### config.mk
export PLATFORM = sky130hd
export DESIGN_NAME = input_port_unit
export DESIGN_NICKNAME = d
export VERILOG_FILES = /design/src/rtl/router_pkg.sv /design/src/rtl/round_robin_arbiter.sv /design/src/rtl/input_port_unit.sv
export SDC_FILE = /design/constraint.sdc
export NUM_CORES = 1
export LEC_CHECK = 0
export BUFFER_PORTS_ARGS = -buffer_cell sky130_fd_sc_hd__buf_4
export CORE_MARGIN = 2
export CORE_UTILIZATION = 56
export DETAILED_ROUTE_END_ITERATION = 6
export HOLD_SLACK_MARGIN = 0.03
export PLACE_DENSITY = 0.84
export SYNTH_ARGS = -nofsm -noshare
export SYNTH_HDL_FRONTEND = slang
export SYNTH_HIERARCHICAL = 1
export SYNTH_SLANG_ARGS = --single-unit
### constraint.sdc
create_clock -name clk -period 10 [get_ports clk]
set_input_delay 1.5 -clock clk [delete_from_list [all_inputs] [get_ports clk]]
set_output_delay 1.5 -clock clk [all_outputs]
set_load 0.01 [all_outputs]
### src/rtl/router_pkg.sv
// Shared router types: flit format and per-VC state, plus default geometry constants.
package router_pkg;

    localparam int unsigned DEFAULT_NUM_VCS   = 3;
    localparam int unsigned DEFAULT_NUM_PORTS = 3;
    localparam int unsigned DEFAULT_DATA_W    = 32;
    localparam int unsigned PORT_W            = $clog2(DEFAULT_NUM_PORTS);

    typedef enum logic [1:0] {
        HEAD     = 2'd0,
        BODY     = 2'd1,
        TAIL     = 2'd2,
        HEADTAIL = 2'd3
    } flit_type_t;

    typedef struct packed {
        flit_type_t              ftype;
        logic [PORT_W-1:0]       dest;
        logic [DEFAULT_DATA_W-1:0] payload;
    } flit_t;

    typedef enum logic {
        IDLE,
        ACTIVE
    } vc_state_t;

endpackage

### src/rtl/round_robin_arbiter.sv
// Round-robin arbiter with one-hot grant; priority moves past the grantee only when advanced.
module round_robin_arbiter #(
    parameter int unsigned Width = 4
) (
    input  logic             clk_i,
    input  logic             rst_ni,
    input  logic [Width-1:0] req_i,
    input  logic             adv_i,
    output logic [Width-1:0] gnt_o
);

    localparam int unsigned IdxW = (Width > 1) ? $clog2(Width) : 1;

    logic [IdxW-1:0] ptr_q, ptr_d, gnt_idx;
    logic            found;
    int unsigned     idx;

    always_comb begin
        gnt_o   = '0;
        gnt_idx = '0;
        found   = 1'b0;
        idx     = 0;
        for (int unsigned i = 0; i < Width; i++) begin
            idx = (32'(ptr_q) + i) % Width;
            if (!found && req_i[idx]) begin
                found      = 1'b1;
                gnt_o[idx] = 1'b1;
                gnt_idx    = IdxW'(idx);
            end
        end
        ptr_d = ptr_q;
        if (adv_i && found) begin
            ptr_d = (gnt_idx == IdxW'(Width - 1)) ? '0 : gnt_idx + 1'b1;
        end
    end

    always_ff @(posedge clk_i or negedge rst_ni) begin
        if (!rst_ni) begin
            ptr_q <= '0;
        end else begin
            ptr_q <= ptr_d;
        end
    end

endmodule

### src/rtl/input_port_unit.sv
// Router input port: per-VC flit FIFOs with route/state tracking, one switch-allocator
// request row, and registered flit/credit outputs on grant.
module input_port_unit #(
    parameter int unsigned NUM_VCS   = router_pkg::DEFAULT_NUM_VCS,
    parameter int unsigned NUM_PORTS = router_pkg::DEFAULT_NUM_PORTS,
    parameter int unsigned DEPTH     = 4,
    parameter int unsigned DATA_W    = router_pkg::DEFAULT_DATA_W,
    localparam int unsigned VcW      = (NUM_VCS > 1) ? $clog2(NUM_VCS) : 1,
    localparam int unsigned PortW    = (NUM_PORTS > 1) ? $clog2(NUM_PORTS) : 1
) (
    input  logic                 clk,
    input  logic                 reset,
    input  logic                 flit_in_valid,
    input  logic [VcW-1:0]       flit_in_vc,
    input  router_pkg::flit_t    flit_in,
    input  logic [NUM_PORTS-1:0] out_ready,
    output logic [NUM_PORTS-1:0] req_out,
    input  logic [NUM_PORTS-1:0] grant_in,
    output logic                 flit_out_valid,
    output router_pkg::flit_t    flit_out,
    output logic [VcW-1:0]       flit_out_vc,
    output logic [PortW-1:0]     flit_out_port,
    output logic                 credit_out_valid,
    output logic [VcW-1:0]       credit_out_vc,
    output logic                 overflow_err
);
    import router_pkg::*;

    localparam int unsigned PtrW  = $clog2(DEPTH);
    localparam int unsigned CntW  = PtrW + 1;
    localparam int unsigned FlitW = 2 + PortW + DATA_W;

    logic [FlitW-1:0] mem_q [NUM_VCS][DEPTH];
    logic [PtrW-1:0]  rd_ptr_q [NUM_VCS];
    logic [PtrW-1:0]  wr_ptr_q [NUM_VCS];
    logic [CntW-1:0]  cnt_q [NUM_VCS];
    vc_state_t        state_q [NUM_VCS];
    logic [PortW-1:0] route_q [NUM_VCS];

    logic             hold_valid_q, hold_valid_d;
    logic [VcW-1:0]   hold_vc_q, hold_vc_d;

    flit_t            head [NUM_VCS];
    logic [PortW-1:0] route [NUM_VCS];
    logic [NUM_VCS-1:0] elig, arb_req, sel, wr_en, deq;
    logic [VcW-1:0]   sel_idx;
    logic             sel_valid, held_ok, fire, ovf;

    always_comb begin
        elig = '0;
        for (int unsigned v = 0; v < NUM_VCS; v++) begin
            head[v] = flit_t'(mem_q[v][rd_ptr_q[v]]);
            // BODY/TAIL at the head of an idle VC is a protocol error and falls back to port 0.
            if (state_q[v] == ACTIVE) begin
                route[v] = route_q[v];
            end else if (head[v].ftype == HEAD || head[v].ftype == HEADTAIL) begin
                route[v] = head[v].dest;
            end else begin
                route[v] = '0;
            end
            elig[v] = (cnt_q[v] != '0) && (32'(route[v]) < NUM_PORTS) && out_ready[route[v]];
        end

        // A held selection is kept until granted, unless its output port stops being ready.
        held_ok = hold_valid_q && elig[hold_vc_q];
        arb_req = held_ok ? (NUM_VCS'(1) << hold_vc_q) : elig;

        sel_valid = |sel;
        sel_idx   = '0;
        for (int unsigned v = 0; v < NUM_VCS; v++) begin
            if (sel[v]) sel_idx = VcW'(v);
        end
        req_out = sel_valid ? (NUM_PORTS'(1) << route[sel_idx]) : '0;
        fire    = |(grant_in & req_out);

        ovf = 1'b0;
        for (int unsigned v = 0; v < NUM_VCS; v++) begin
            deq[v]   = fire && (sel_idx == VcW'(v));
            wr_en[v] = 1'b0;
            if (flit_in_valid && (32'(flit_in_vc) == v)) begin
                // A dequeue in the same cycle frees the slot, so a full VC can still accept.
                if (cnt_q[v] != CntW'(DEPTH) || deq[v]) wr_en[v] = 1'b1;
                else ovf = 1'b1;
            end
        end

        hold_valid_d = 1'b0;
        hold_vc_d    = hold_vc_q;
        if (!fire && sel_valid) begin
            hold_valid_d = 1'b1;
            hold_vc_d    = sel_idx;
        end
    end

    round_robin_arbiter #(
        .Width (NUM_VCS)
    ) u_vc_arb (
        .clk_i  (clk),
        .rst_ni (reset),
        .req_i  (arb_req),
        .adv_i  (fire),
        .gnt_o  (sel)
    );

    always_ff @(posedge clk) begin
        for (int unsigned v = 0; v < NUM_VCS; v++) begin
            if (wr_en[v]) mem_q[v][wr_ptr_q[v]] <= flit_in;
        end
    end

    always_ff @(posedge clk or negedge reset) begin
        if (!reset) begin
            for (int unsigned v = 0; v < NUM_VCS; v++) begin
                rd_ptr_q[v] <= '0;
                wr_ptr_q[v] <= '0;
                cnt_q[v]    <= '0;
                state_q[v]  <= IDLE;
                route_q[v]  <= '0;
            end
            hold_valid_q     <= 1'b0;
            hold_vc_q        <= '0;
            flit_out_valid   <= 1'b0;
            flit_out         <= '0;
            flit_out_vc      <= '0;
            flit_out_port    <= '0;
            credit_out_valid <= 1'b0;
            credit_out_vc    <= '0;
            overflow_err     <= 1'b0;
        end else begin
            for (int unsigned v = 0; v < NUM_VCS; v++) begin
                if (wr_en[v]) wr_ptr_q[v] <= wr_ptr_q[v] + 1'b1;
                if (wr_en[v] && !deq[v]) cnt_q[v] <= cnt_q[v] + 1'b1;
                else if (!wr_en[v] && deq[v]) cnt_q[v] <= cnt_q[v] - 1'b1;
                if (deq[v]) begin
                    rd_ptr_q[v] <= rd_ptr_q[v] + 1'b1;
                    if (state_q[v] == IDLE) begin
                        if (head[v].ftype == HEAD) begin
                            state_q[v] <= ACTIVE;
                            route_q[v] <= head[v].dest;
                        end
                    end else if (head[v].ftype == TAIL) begin
                        state_q[v] <= IDLE;
                    end
                end
            end
            hold_valid_q     <= hold_valid_d;
            hold_vc_q        <= hold_vc_d;
            flit_out_valid   <= fire;
            credit_out_valid <= fire;
            if (fire) begin
                flit_out      <= head[sel_idx];
                flit_out_vc   <= sel_idx;
                flit_out_port <= route[sel_idx];
                credit_out_vc <= sel_idx;
            end
            if (ovf) overflow_err <= 1'b1;
        end
    end

endmodule
==> results.md <==
- Distinct cells, synth: 69
- Fillers: about 2300
- Post-synthesis compound-gate area fraction: 5.118%
- Initial core utilization: 57.11%
- Core Region: 35740 sq um
- Die Height: 194.9 microns
- Minimum clock period after layout: 8.887 ns
- Latest clock arrival within the worst-skew pair: 0.57 ns
- Fin util: around 65%
- Die Footprint: 37990 sq um
- Post-CTS Resized: 0
- Synthesized Nets: about 1200
- Yosys warns: 6
- Crit-path max FO: 28
- Avg Cell Area, Syn: 18.13 sq um
- Status: finished, final reports clean
- # port buffers: 94
- Clk root buf: clkbuf_16
- Final cell count without fillers: 1730
- CTS Buf Count: slightly below 50
- DR WL/cell: ~26 microns
- Gr ovfl total: 0
- Die X: 194.9 microns
- Clk_skew: between 0.015 and 0.02 ns
- Area Growth Syn to Fin: 13.58%
- Xor/xnor share of the synthesized area: 0.7723%
- Fmax: 0.1125 GHz
- Nets: 1300
- Area taken by multi-input logic gates: 5230 sq um
- CTS sink cnt: a little over 500
- RSZ-0062 raised after global routing: false
- Area of placed instances: 21600 sq um
- Hold Violations, Final: 0
- Synthesized cell area: between 20000 and 25000 sq um
- WL final: 45260 microns
- Setup TNS: 0 ns
- Cell with the most instances after synthesis: edfxtp_1
- Worst Tran Pin Value: approximately 1.2 ns
- # hold bufs at CTS: 0
- Crit start category: flip-flop
- CTS tree: built
- Tot GR Track Use: 24.35%
- Slew Limit Headroom: 19.28%
- Top post-synthesis cells by area: edfxtp_1, mux4_2, dfrtp_1, nand2_1, a21oi_1
- Async S/R FF share, synth: 15.13%
- Largest family of logic cells by synthesized area: multiplexers
- WHS: 0.4777 ns
- # Max-Cap Violations: 0
- Required @ worst endpoint: 8.50 ns
- Max rail drop VDD: 0.2726 mV
- Number of DRC markers in iteration 0: around 1200
- Layout cells sized above 1: between 20% and 30%
- Post-CTS setup buffers: 0
- DRC: 0
- Largest net degree at the start of global routing: 76
- Register Area: 14910 sq um
- Post-route design area: 23180 sq um
- Synth Register Bits: 509
- H-tree depth: 2
- Cell Pwr Density: ~340 nW/um^2
- Fin crit share: 88.87%
- Post-synth top area cell: edfxtp_1
- Leak: slightly above 0.008 uW
- Io pins: 95
- Main synth FF type: edfxtp_1
- Simple-Gate Fraction of Synth Area: 4.524%
- DP Wirelength: 26300 microns
- Maximum buffer depth of the clock tree: 3
- Seq/Total Area, Yosys: 72.99%
- Mux cell area share after synthesis: a little over an eighth
- Critical path arrival: 7.39 ns
- Vias post-DR: 11040
- Number of synthesized flops with an enable pin: 432
- Initial antenna violation count: 0
- Cell Rows: 69
- Post-route ant nets: 0
- Share of the synthesized area in the top cell type: between 60 and 70%
- Ant diodes: 0
- First drt pass iteration count: 5
- Commonest cells in the netlist: edfxtp_1, mux4_2, nand2_1, dfrtp_1, a21oi_1
- Hold Path Class: flip-flop to flip-flop
- Crit path capture type: output port
- Adder-Cell Fraction of Synth Area: between 1.5 and 2%
- Vias in the first global route: 11122
- WS Path Type: flip-flop to output port
- First-pass GRT wire length: 68930 microns
- Max Slew Vio Count: 0
- Inst Count DP: roughly 1600
- GP Congestion: 0.8465
- Vias per cell: 6.382
- Mapped Cells: 1126
- Final setup viols: 0
- Clock slew at reported path FFs: 0.06 ns
[where the power goes]
group	switching [uW]	internal, uW	total, uW
logic	2000	1250	3250
clock network	778	1050	1820
registers	224	2600	2820
[path summary, 6_finish.rpt]
check	from	end	slack [ns]	cells past startpoint
worst max-delay path	rd_ptr_q[4]	req_out[1]	1.11	22
worst min-delay path	overflow_err	overflow_err	0.48	1
worst max register to register	rd_ptr_q[0]	mem_q[0][75]	1.21	24
worst min register to register	overflow_err	overflow_err	0.48	1
max in group asynchronous	reset	rd_ptr_q[0]	7.93	2
min in group asynchronous	reset	credit_out_valid	0.79	1
[sequential cells by signal, indices dropped and copies added, names as in the netlist, named ones only]
name and count:
hold_vc_q 2, credit_out_valid 1, overflow_err 1, u_vc_arb/ptr_q 2
wr_ptr_q 6, credit_out_vc 2, route_q 6, flit_out 36
cnt_q 9, hold_valid_q 1, rd_ptr_q 6, mem_q 432
flit_out_port 2
[cell families after synthesis]
logic type                 Yosys count
adders and majority gates           25
buffers and inverters               79
DFF                                509
muxes                              138
xor gates and xnor gates            18
AOI/OAI and AO/OA                  164
and+or+nand+nor                    193
[layout by cell type (no fill, tap or decap), types with 4 or more instances in the layout]
master	n
mux2i_1	19
buf_4	105
mux2_2	8
xor2_1	6
inv_6	4
mux4_2	103
o21ai_0	44
ha_1	22
nand2_1	99
clkinv_1	11
dfrtp_1	71
nand2b_1	4
clkbuf_1	11
clkinvlp_4	4
o22ai_1	5
xnor2_1	12
mux2_4	4
nand3_1	10
nor2_1	31
a221oi_1	7
clkinv_2	6
edfxtp_1	432
o31ai_1	7
and2_2	12
bufinv_16	5
dfrtp_2	6
inv_1	23
a22o_1	9
a21oi_1	60
clkbuf_16	49
[final cells by class]
class / instances / share of cell area [%]
flip-flops and latches: 509 / 64.30
multi-input cells: 538 / 22.56
clock buffers: 61 / 5.526
repair buffers: 105 / 3.400
well taps: 461 / 2.488
clock inverters: 31 / 1.322
inverters: 25 / 0.4048
[per-layer routing]
| metal | GRT usage (%) | part of all wire, % | up-vias |
|---|---|---|---|
| met5 | 0 | 0 | - |
| met4 | 7.634 | 2.8 | 0 |
| met3 | 4.841 | 9.2 | 96 |
| met2 | 39.68 | 49 | 609 |
| met1 | 33.67 | 39 | 5681 |
| li1 | - | - | 4654 |
[metrics by stage]
| step | total power [uW] | setup WS [ns] |
|---|---|---|
| 4_1_cts | 7903 | 1.190 |
| 6_report | 7899 | 1.113 |
| 3_3_place_gp | 5927 | 1.769 |
| 5_1_grt | 8306 | 0.7095 |
| 3_5_place_dp | 6040 | 1.434 |
| 2_1_floorplan | 4990 | 2.104 |
[critical path, cell delays in order, from the launching register on]
cell,delay [ns]
dfrtp_2,0.95
mux4_2,0.65
inv_1,0.08
ha_1,0.24
or3b_1,0.42
or2_1,0.27
nand3_1,0.13
mux2i_1,0.20
o2bb2ai_1,0.09
o31ai_1,0.12
mux2i_1,0.15
a31oi_1,0.53
mux2i_1,0.18
o21ai_1,0.29
nor2b_1,0.11
a21boi_0,0.34
o32ai_4,0.36
buf_4,0.32
inv_2,0.45
and3_1,0.25
a211oi_1,0.05
nor3b_1,0.40
buf_4,0.20
(Power assumes the default switching activity.)
